[src/rtl/instr_boot_loader.sv]
// instr_boot_loader: buffers a program word stream, bursts it into the CPU, then pulses CPU reset.
// Optional XOR checksum of accepted words is built only with LOADER_CHECKSUM_EN defined.
module instr_boot_loader #(
  parameter int MAX_WORDS      = 32,
  parameter int CPU_RST_CYCLES = 2
) (
  input  logic        clk,
  input  logic        Reset,
  input  logic        start,
  input  logic        in_valid,
  input  logic [31:0] in_data,
  input  logic        in_last,
  output logic        in_ready,
  output logic        LoadInstructions,
  output logic [31:0] Instruction,
  output logic        CpuReset,
  output logic        busy,
  output logic        done,
  output logic [8:0]  word_count,
  output logic        err_overflow,
  output logic [31:0] checksum
);
  localparam int AW = $clog2(MAX_WORDS);
  typedef enum logic [2:0] {IDLE, FILL, BURST, RSTPULSE, RUN} state_t;
  state_t          state_q, state_d;
  logic [8:0]      word_count_q, word_count_d;
  logic [AW-1:0]   rd_idx_q, rd_idx_d;
  logic [3:0]      rst_cnt_q, rst_cnt_d;
  logic            err_q, err_d;
  logic [31:0]     buf_q [MAX_WORDS];
  logic            xfer, clear, full;
  assign xfer  = state_q == FILL && in_valid;
  assign clear = (state_q == IDLE || state_q == RUN) && start;
  assign full  = word_count_q + 9'd1 == 9'(MAX_WORDS);
  always_comb begin
    state_d      = state_q;
    word_count_d = clear ? 9'd0 : word_count_q + 9'(xfer);
    rd_idx_d     = state_q == BURST ? rd_idx_q + AW'(1) : '0;
    rst_cnt_d    = state_q == RSTPULSE ? rst_cnt_q + 4'd1 : 4'd0;
    err_d        = clear ? 1'b0 : err_q || (xfer && !in_last && full);
    unique case (state_q)
      IDLE, RUN: if (start) state_d = FILL;
      FILL:      if (xfer && (in_last || full)) state_d = BURST;
      BURST:     if (9'(rd_idx_q) == word_count_q - 9'd1) state_d = RSTPULSE;
      RSTPULSE:  if (rst_cnt_q == 4'(CPU_RST_CYCLES - 1)) state_d = RUN;
      default:   state_d = IDLE;
    endcase
  end
  always_ff @(posedge clk or negedge Reset) begin
    if (!Reset) begin
      state_q      <= IDLE;
      word_count_q <= '0;
      rd_idx_q     <= '0;
      rst_cnt_q    <= '0;
      err_q        <= 1'b0;
    end else begin
      state_q      <= state_d;
      word_count_q <= word_count_d;
      rd_idx_q     <= rd_idx_d;
      rst_cnt_q    <= rst_cnt_d;
      err_q        <= err_d;
    end
  end
  // program storage deliberately has no reset
  always_ff @(posedge clk) begin
    if (xfer) buf_q[word_count_q[AW-1:0]] <= in_data;
  end
  assign in_ready         = state_q == FILL;
  assign LoadInstructions = state_q == BURST;
  assign Instruction      = LoadInstructions ? buf_q[rd_idx_q] : 32'd0;
  assign CpuReset         = state_q == IDLE || state_q == FILL || state_q == RSTPULSE;
  assign busy             = state_q == FILL || state_q == BURST || state_q == RSTPULSE;
  assign done             = state_q == RUN;
  assign word_count       = word_count_q;
  assign err_overflow     = err_q;
`ifdef LOADER_CHECKSUM_EN
  logic [31:0] checksum_q, checksum_d;
  assign checksum_d = clear ? 32'd0 : xfer ? checksum_q ^ in_data : checksum_q;
  always_ff @(posedge clk or negedge Reset) begin
    if (!Reset) checksum_q <= '0;
    else checksum_q <= checksum_d;
  end
  assign checksum = checksum_q;
`else
  assign checksum = 32'd0;
`endif
endmodule
[config.mk]
export PLATFORM = sky130hd
export DESIGN_NAME = instr_boot_loader
export DESIGN_NICKNAME = d
export VERILOG_FILES = /design/src/rtl/instr_boot_loader.sv
export SDC_FILE = /design/constraint.sdc
export NUM_CORES = 1
export LEC_CHECK = 0
export CELL_PAD_IN_SITES_DETAIL_PLACEMENT = 0
export CELL_PAD_IN_SITES_GLOBAL_PLACEMENT = 1
export CORE_UTILIZATION = 25
export DETAILED_ROUTE_END_ITERATION = 10
export PLACE_DENSITY_LB_ADDON = 0.2
export SLEW_MARGIN = 15
export SYNTH_ARGS = -nofsm -noshare
export SYNTH_HDL_FRONTEND = slang
export SYNTH_SLANG_ARGS = --single-unit
[constraint.sdc]
create_clock -name clk -period 6 [get_ports clk]
set_clock_uncertainty 0.15 [all_clocks]
set_input_delay 1.2 -clock clk [delete_from_list [all_inputs] [get_ports clk]]
set_output_delay 1.2 -clock clk [all_outputs]
set_load 0.01 [all_outputs]
==> flow_summary.ini, run 1 <==
[route]
drt-pass1-iter-count = 5
drcViolationCount = 0
ant_nets = 0
detailroute.via_count = 18949
drt-vias-per-instance = 4.53
total_wire_length_after_detailed_routing_um = 114000
drt_first_iter_violations = 1704
detail_route.wl_per_cell_um = 27.3

[grt]
grt_start_max_net_pins = 72
total_global_routing_track_utilization_pct = 14.0
initial_antenna_violation_count = 11
grt_remaining_overflow = 0
first_global_vias = 19854
global_route_wire_length_before_repair_um = 160000

[power_and_ir_drop]
p_leak_nw = 14.2
power.density_mw_per_mm2 = 374
ir_worst_vdd_v = 0.000219

[cells_and_area]
finalNetCount = 1983
layout.cells.most_common = sky130_fd_sc_hd__edfxtp_1
final_layout_size_suffix_gt1_share_pct = 27.8
layout.cells.most_common_list = sky130_fd_sc_hd__edfxtp_1, sky130_fd_sc_hd__mux4_2, sky130_fd_sc_hd__clkbuf_16, sky130_fd_sc_hd__clkdlybuf4s50_1, sky130_fd_sc_hd__buf_4
flow.area_growth_from_synthesis_pct = 18.1
layout.cells.non_filler = 4185

[placed_design]
dp_slack_ps = 1290
place_hpwl_um = 62800
globalplace.congestion = 0.727
dp.cells = 3985
placement.io_buffers = 83

[critical_path]
critical-path-max-stage-delay_ps = 660
arrival_ps = 4050
rrSetupSlack_ps = 2110
r2r.worst_path.cells = 6
required_time_of_the_critical_path_ps = 4650
crit_path_max_fanout = 16
max_stage_delay_cell_worst_path = sky130_fd_sc_hd__dfrtp_4
timing.rr.end = buf_q[3][21]
timing.critical_path.from = rd_idx_q[0]
cp_cell_sequence = buf_4, mux4_2, mux4_2, nand3_1, o21ai_1, buf_4, clkdlybuf4s50_1
timing.critical_path.from_type = flop
timing.rr.start = state_q[0]
criticalPathCategory = flop to primary output
worstSetupEndpoint = Instruction[23]
cp-end-kind = primary output

[clocking]
cts_post_setup_buffers_inserted = 0
clock_tree.buffer_depth = 3
numCtsBuffers = 109
ctsResizeCount = 0
clkSlewWorstSetupHoldPaths_ps = 60
numClockSinks = 1046
cts.root.buffer_cell = sky130_fd_sc_hd__clkbuf_16
clock_insertion_delay_worst_skew_ps = 700
cts_htree_levels = 3
tritoncts = done
ctsHoldBuffers = 0

[hold_path]
timing.hold.worst_path_depth = 1
timing.hold.worst.class = flop to flop

[synthesis]
synthesis.yosys.warnings = 0
synth_area_leader_cell = sky130_fd_sc_hd__edfxtp_1
netlist_area_mm2 = 0.0406
synth-main-ff-cell = sky130_fd_sc_hd__edfxtp_1
post_synth_main_area_contributors = sky130_fd_sc_hd__edfxtp_1, sky130_fd_sc_hd__mux4_2, sky130_fd_sc_hd__dfrtp_1
syn_avg_cell_area_um2 = 23.0
synth_largest_type_area_fraction_pct = 75.7
yosysSeqAreaShare_pct = 77.1
synth.ff_latch_count = 1046
ys_async_sr_fraction_pct = 2.10
synth-edff-count = 1024
post_synth_inst_count = 1765
synth_cell_types = 43

[outcome]
outcome = finished clean

[sta]
worst_slack_ps = 603
worstMarginPinSlew_ps = 1160
holdWs_ps = 354
finalWorstPathRequiredPeriod_ps = 5400
slew_headroom_pct = 22.2
finalMaxSlewViolations = 0
finalHoldViolCount = 0
max_clock_freq_ghz = 0.185
fin_setup_tns_ps = 0
post-route-period-util_pct = 89.9
rsz0062_at_grt = no
finalSetupViolCount = 0

[die]
io-pin-count = 116
number_of_cell_rows = 147
die_height_um = 405
placeableCoreArea_mm2 = 0.161
effective_utilization_at_floorplan_pct = 25.2
die_w_um = 405
floorplan.die_area_mm2 = 0.164

[job]
timing.max_cap.violations = 0
worst min path at each step:
stage | start | to | slack, ps
4_1_cts | rst_cnt_q[0] | rst_cnt_q[0] | 360
2_1_floorplan | rst_cnt_q[0] | rst_cnt_q[0] | 310
6_report | rst_cnt_q[0] | rst_cnt_q[0] | 350
3_5_place_dp | rst_cnt_q[0] | rst_cnt_q[0] | 350
5_1_grt | rst_cnt_q[0] | rst_cnt_q[0] | 370
3_3_place_gp | rst_cnt_q[0] | rst_cnt_q[0] | 320
metrics by stage:
stage	instance area, um2	power, mW	util [%]
CTS	48000	18.2	29.8
detailed placement	44600	11.8	27.7
finish	48000	17.9	29.8
floorplan	40700	10.6	-
global route	48000	18.7	29.8
global placement	44600	11.7	27.7
layer usage:
metal	vias up	global-route usage, %	wire, um	part of all wire [%]
met5	-	0	53	0.046
met2	569	21.2	51600	45
li1	7734	-	-	-
met1	10477	20.1	53400	47
met4	8	3.17	2260	2.0
met3	161	3.63	6940	6.1
critical path: cells and delay by family (launching register included):
| kind | cells | cell delay (ps) |
|---|---|---|
| AND/OR/NAND/NOR | 1 | 120 |
| multiplexers | 2 | 1080 |
| flip-flops | 1 | 660 |
| AO/OA/AOI/OAI | 1 | 290 |
| buffers and inverters | 3 | 1160 |
kinds of logic (layout without fill, tap and decap cells):
kind of cell | count (synthesis) | count (layout) | synth area share, %
DFF | 1046 | 1046 | 77.1
muxes | 324 | 324 | 17.7
buffers and inverters | 164 | 391 | 2.05
and+or+nand+nor | 144 | 144 | 1.70
AOI/OAI and AO/OA | 59 | 59 | 0.844
xor gates and xnor gates | 17 | 17 | 0.367
adders and majority gates | 10 | 10 | 0.308
other | 1 | 34 | 0.00923
registers in the layout, indices dropped and copies added (netlist names):
| signal | cells |
|---|---|
| word_count | 9 |
| state_q | 3 |
| rst_cnt_q | 4 |
| rd_idx_q | 5 |
| buf_q | 1024 |
| err_overflow | 1 |
cell usage after synthesis (3+ instances only):
cell type	instances
sky130_fd_sc_hd__edfxtp_1	1024
sky130_fd_sc_hd__mux4_2	314
sky130_fd_sc_hd__nor2_1	52
sky130_fd_sc_hd__nand3_1	41
sky130_fd_sc_hd__inv_1	40
sky130_fd_sc_hd__clkbuf_1	33
sky130_fd_sc_hd__buf_4	32
sky130_fd_sc_hd__o21ai_1	31
sky130_fd_sc_hd__buf_2	28
sky130_fd_sc_hd__buf_1	22
sky130_fd_sc_hd__dfrtp_1	22
sky130_fd_sc_hd__nand2_1	15
sky130_fd_sc_hd__xnor2_1	11
sky130_fd_sc_hd__ha_1	10
sky130_fd_sc_hd__mux2i_1	10
sky130_fd_sc_hd__a21oi_1	9
sky130_fd_sc_hd__nor3_1	9
sky130_fd_sc_hd__buf_6	8
sky130_fd_sc_hd__o221ai_1	6
sky130_fd_sc_hd__xor2_1	6
sky130_fd_sc_hd__nand2b_1	5
sky130_fd_sc_hd__and2_1	4
sky130_fd_sc_hd__o21ai_0	4
sky130_fd_sc_hd__nor2b_1	3
sky130_fd_sc_hd__or3_1	3
power by group:
group | total, mW | internal (mW) | switching, mW
Sequential | 8.23 | 8.13 | 0.106
Combinational | 3.28 | 1.61 | 1.67
Clock | 6.43 | 3.60 | 2.83
final cells by class:
type	count	area (um2)
Clock buffer	134	2860
Timing Repair Buffer	152	1570
Multi-Input combinational cell	586	8830
Tap cell	2160	2700
Sequential cell	1046	31300
Fill cell	15585	113000
Clock inverter	64	515
Inverter	41	154
Antenna cell	2	5.00
No activity file was read; power rests on OpenSTA's default activity.
==> run 2, diff against run 1 <==
--- a/config.mk
+++ b/config.mk
@@ -8,6 +8,7 @@
 export CELL_PAD_IN_SITES_DETAIL_PLACEMENT = 0
 export CELL_PAD_IN_SITES_GLOBAL_PLACEMENT = 1
 export CORE_UTILIZATION = 25
+export CTS_CLUSTER_SIZE = 40
 export DETAILED_ROUTE_END_ITERATION = 10
 export PLACE_DENSITY_LB_ADDON = 0.2
 export SLEW_MARGIN = 15
==> flow_summary.ini, run 2 (synthesis results as in run 1) <==
[grt]
first_global_vias = 19833
total_global_routing_track_utilization_pct = 14.0
globalRouteMet2Util_pct = 21.2
grt_remaining_overflow = 0
met1_usage_pct = 20.1
grt.busiest_layer = met2
groute.layer.met3.usage_pct = 3.61
global_route_wire_length_before_repair_um = 160000
grt_start_max_net_pins = 72
initial_antenna_violation_count = 11

[job]
timing.max_cap.violations = 0

[power_and_ir_drop]
ir_worst_vdd_v = 0.000219
p_leak_nw = 14.2
p_total_mw = 18.0
power.density_mw_per_mm2 = 375

[sta]
fin_setup_tns_ps = 0
holdWs_ps = 351
finalWorstPathRequiredPeriod_ps = 5370
max_clock_freq_ghz = 0.186
finalMaxSlewViolations = 0
rsz0062_at_grt = no
worstMarginPinSlew_ps = 1150
finalHoldViolCount = 0
slew_headroom_pct = 22.8
post-route-period-util_pct = 89.4
finalSetupViolCount = 0
worst_slack_ps = 635

[clocking]
tritoncts = done
cts.root.buffer_cell = sky130_fd_sc_hd__clkbuf_16
numClockSinks = 1046
ctsResizeCount = 0
cts_post_setup_buffers_inserted = 0
clock_tree.buffer_depth = 3
cts_htree_levels = 3
clock_insertion_delay_worst_skew_ps = 700
numCtsBuffers = 109
clkSlewWorstSetupHoldPaths_ps = 60
ctsHoldBuffers = 0

[cells_and_area]
finalNetCount = 1983
layout.cells.most_common_list = sky130_fd_sc_hd__edfxtp_1, sky130_fd_sc_hd__mux4_2, sky130_fd_sc_hd__clkbuf_16, sky130_fd_sc_hd__clkdlybuf4s50_1, sky130_fd_sc_hd__buf_4
multi_input_area_mm2 = 0.00883
final_layout_size_suffix_gt1_share_pct = 27.8
flow.area_growth_from_synthesis_pct = 18.1
filler_cell_count = 15578
layout.cells.non_filler = 4186
postLayoutCoreUtil_pct = 29.8
finalInstanceArea_mm2 = 0.0480
sequential_cell_area_mm2 = 0.0313
largest_register_ffs = 1024
layout.cells.most_common = sky130_fd_sc_hd__edfxtp_1

[placed_design]
placement.io_buffers = 83
globalplace.congestion = 0.727
place_hpwl_um = 62800
dp_slack_ps = 1290
dp.cells = 3985
post_dp_cell_area_mm2 = 0.0446

[route]
total_wire_length_after_detailed_routing_um = 114000
detail_route.wl_per_cell_um = 27.3
drcViolationCount = 0
drt-vias-per-instance = 4.52
drt-pass1-iter-count = 5
ant_nets = 0
drt_first_iter_violations = 1754
detailroute.via_count = 18938

[critical_path]
required_time_of_the_critical_path_ps = 4650
criticalPathCategory = flop to primary output
critical-path-max-stage-delay_ps = 660
timing.critical_path.max_delay_family = buffers and inverters
arrival_ps = 4020
timing.critical_path.from_type = flop
cp_cell_sequence = buf_4, mux4_2, mux4_2, nand3_1, o21ai_1, buf_4, clkdlybuf4s50_1
total_buffers_and_inverters_traversed_by_the_critical_path = 3
max_stage_delay_cell_worst_path = sky130_fd_sc_hd__dfrtp_4
cp-end-kind = primary output
crit_path_max_fanout = 16

[die]
floorplan.die_area_mm2 = 0.164
effective_utilization_at_floorplan_pct = 25.2
placeableCoreArea_mm2 = 0.161
die_w_um = 405
number_of_cell_rows = 147
io-pin-count = 116
die_height_um = 405

[hold_path]
timing.hold.worst.class = flop to flop

[outcome]
outcome = finished clean
-- run 2: layer usage --
layer | vias up | part of all wire, %
met3 | 155 | 6.2
met1 | 10497 | 47
met2 | 546 | 45
met4 | 8 | 2.0
met5 | - | 0.043
li1 | 7732 | -
-- run 2: power breakdown --
group / leakage, nW / switching [mW] / internal (mW)
Sequential: 9.50 / 0.105 / 8.13
Combinational: 3.06 / 1.67 / 1.61
Clock: 1.64 / 2.83 / 3.64
-- run 2: area by class of cell --
type,count,area share [%]
Multi-Input combinational cell,586,18.4
Inverter,41,0.321
Timing Repair Buffer,152,3.27
Clock inverter,64,1.12
Clock buffer,135,5.98
Tap cell,2160,5.63
Antenna cell,2,0.0104
Sequential cell,1046,65.3
-- run 2: worst register-to-register path: cells and delay by family, from the launching register on --
kind | cells | cell delay (ps)
buffers and inverters | 2 | 550
DFF | 1 | 450
and+or+nand+nor | 4 | 2410
-- run 2: final timing paths --
path,start,to,slack [ps],cells after the start
max reg2reg,state_q[0],buf_q[3][21],2100,6
min reg2reg,rst_cnt_q[0],rst_cnt_q[0],350,1
max in group asynchronous,Reset,rd_idx_q[0],4670,2
max,rd_idx_q[0],Instruction[23],630,7
min,rst_cnt_q[0],rst_cnt_q[0],350,1
min in group asynchronous,Reset,word_count[4],720,2
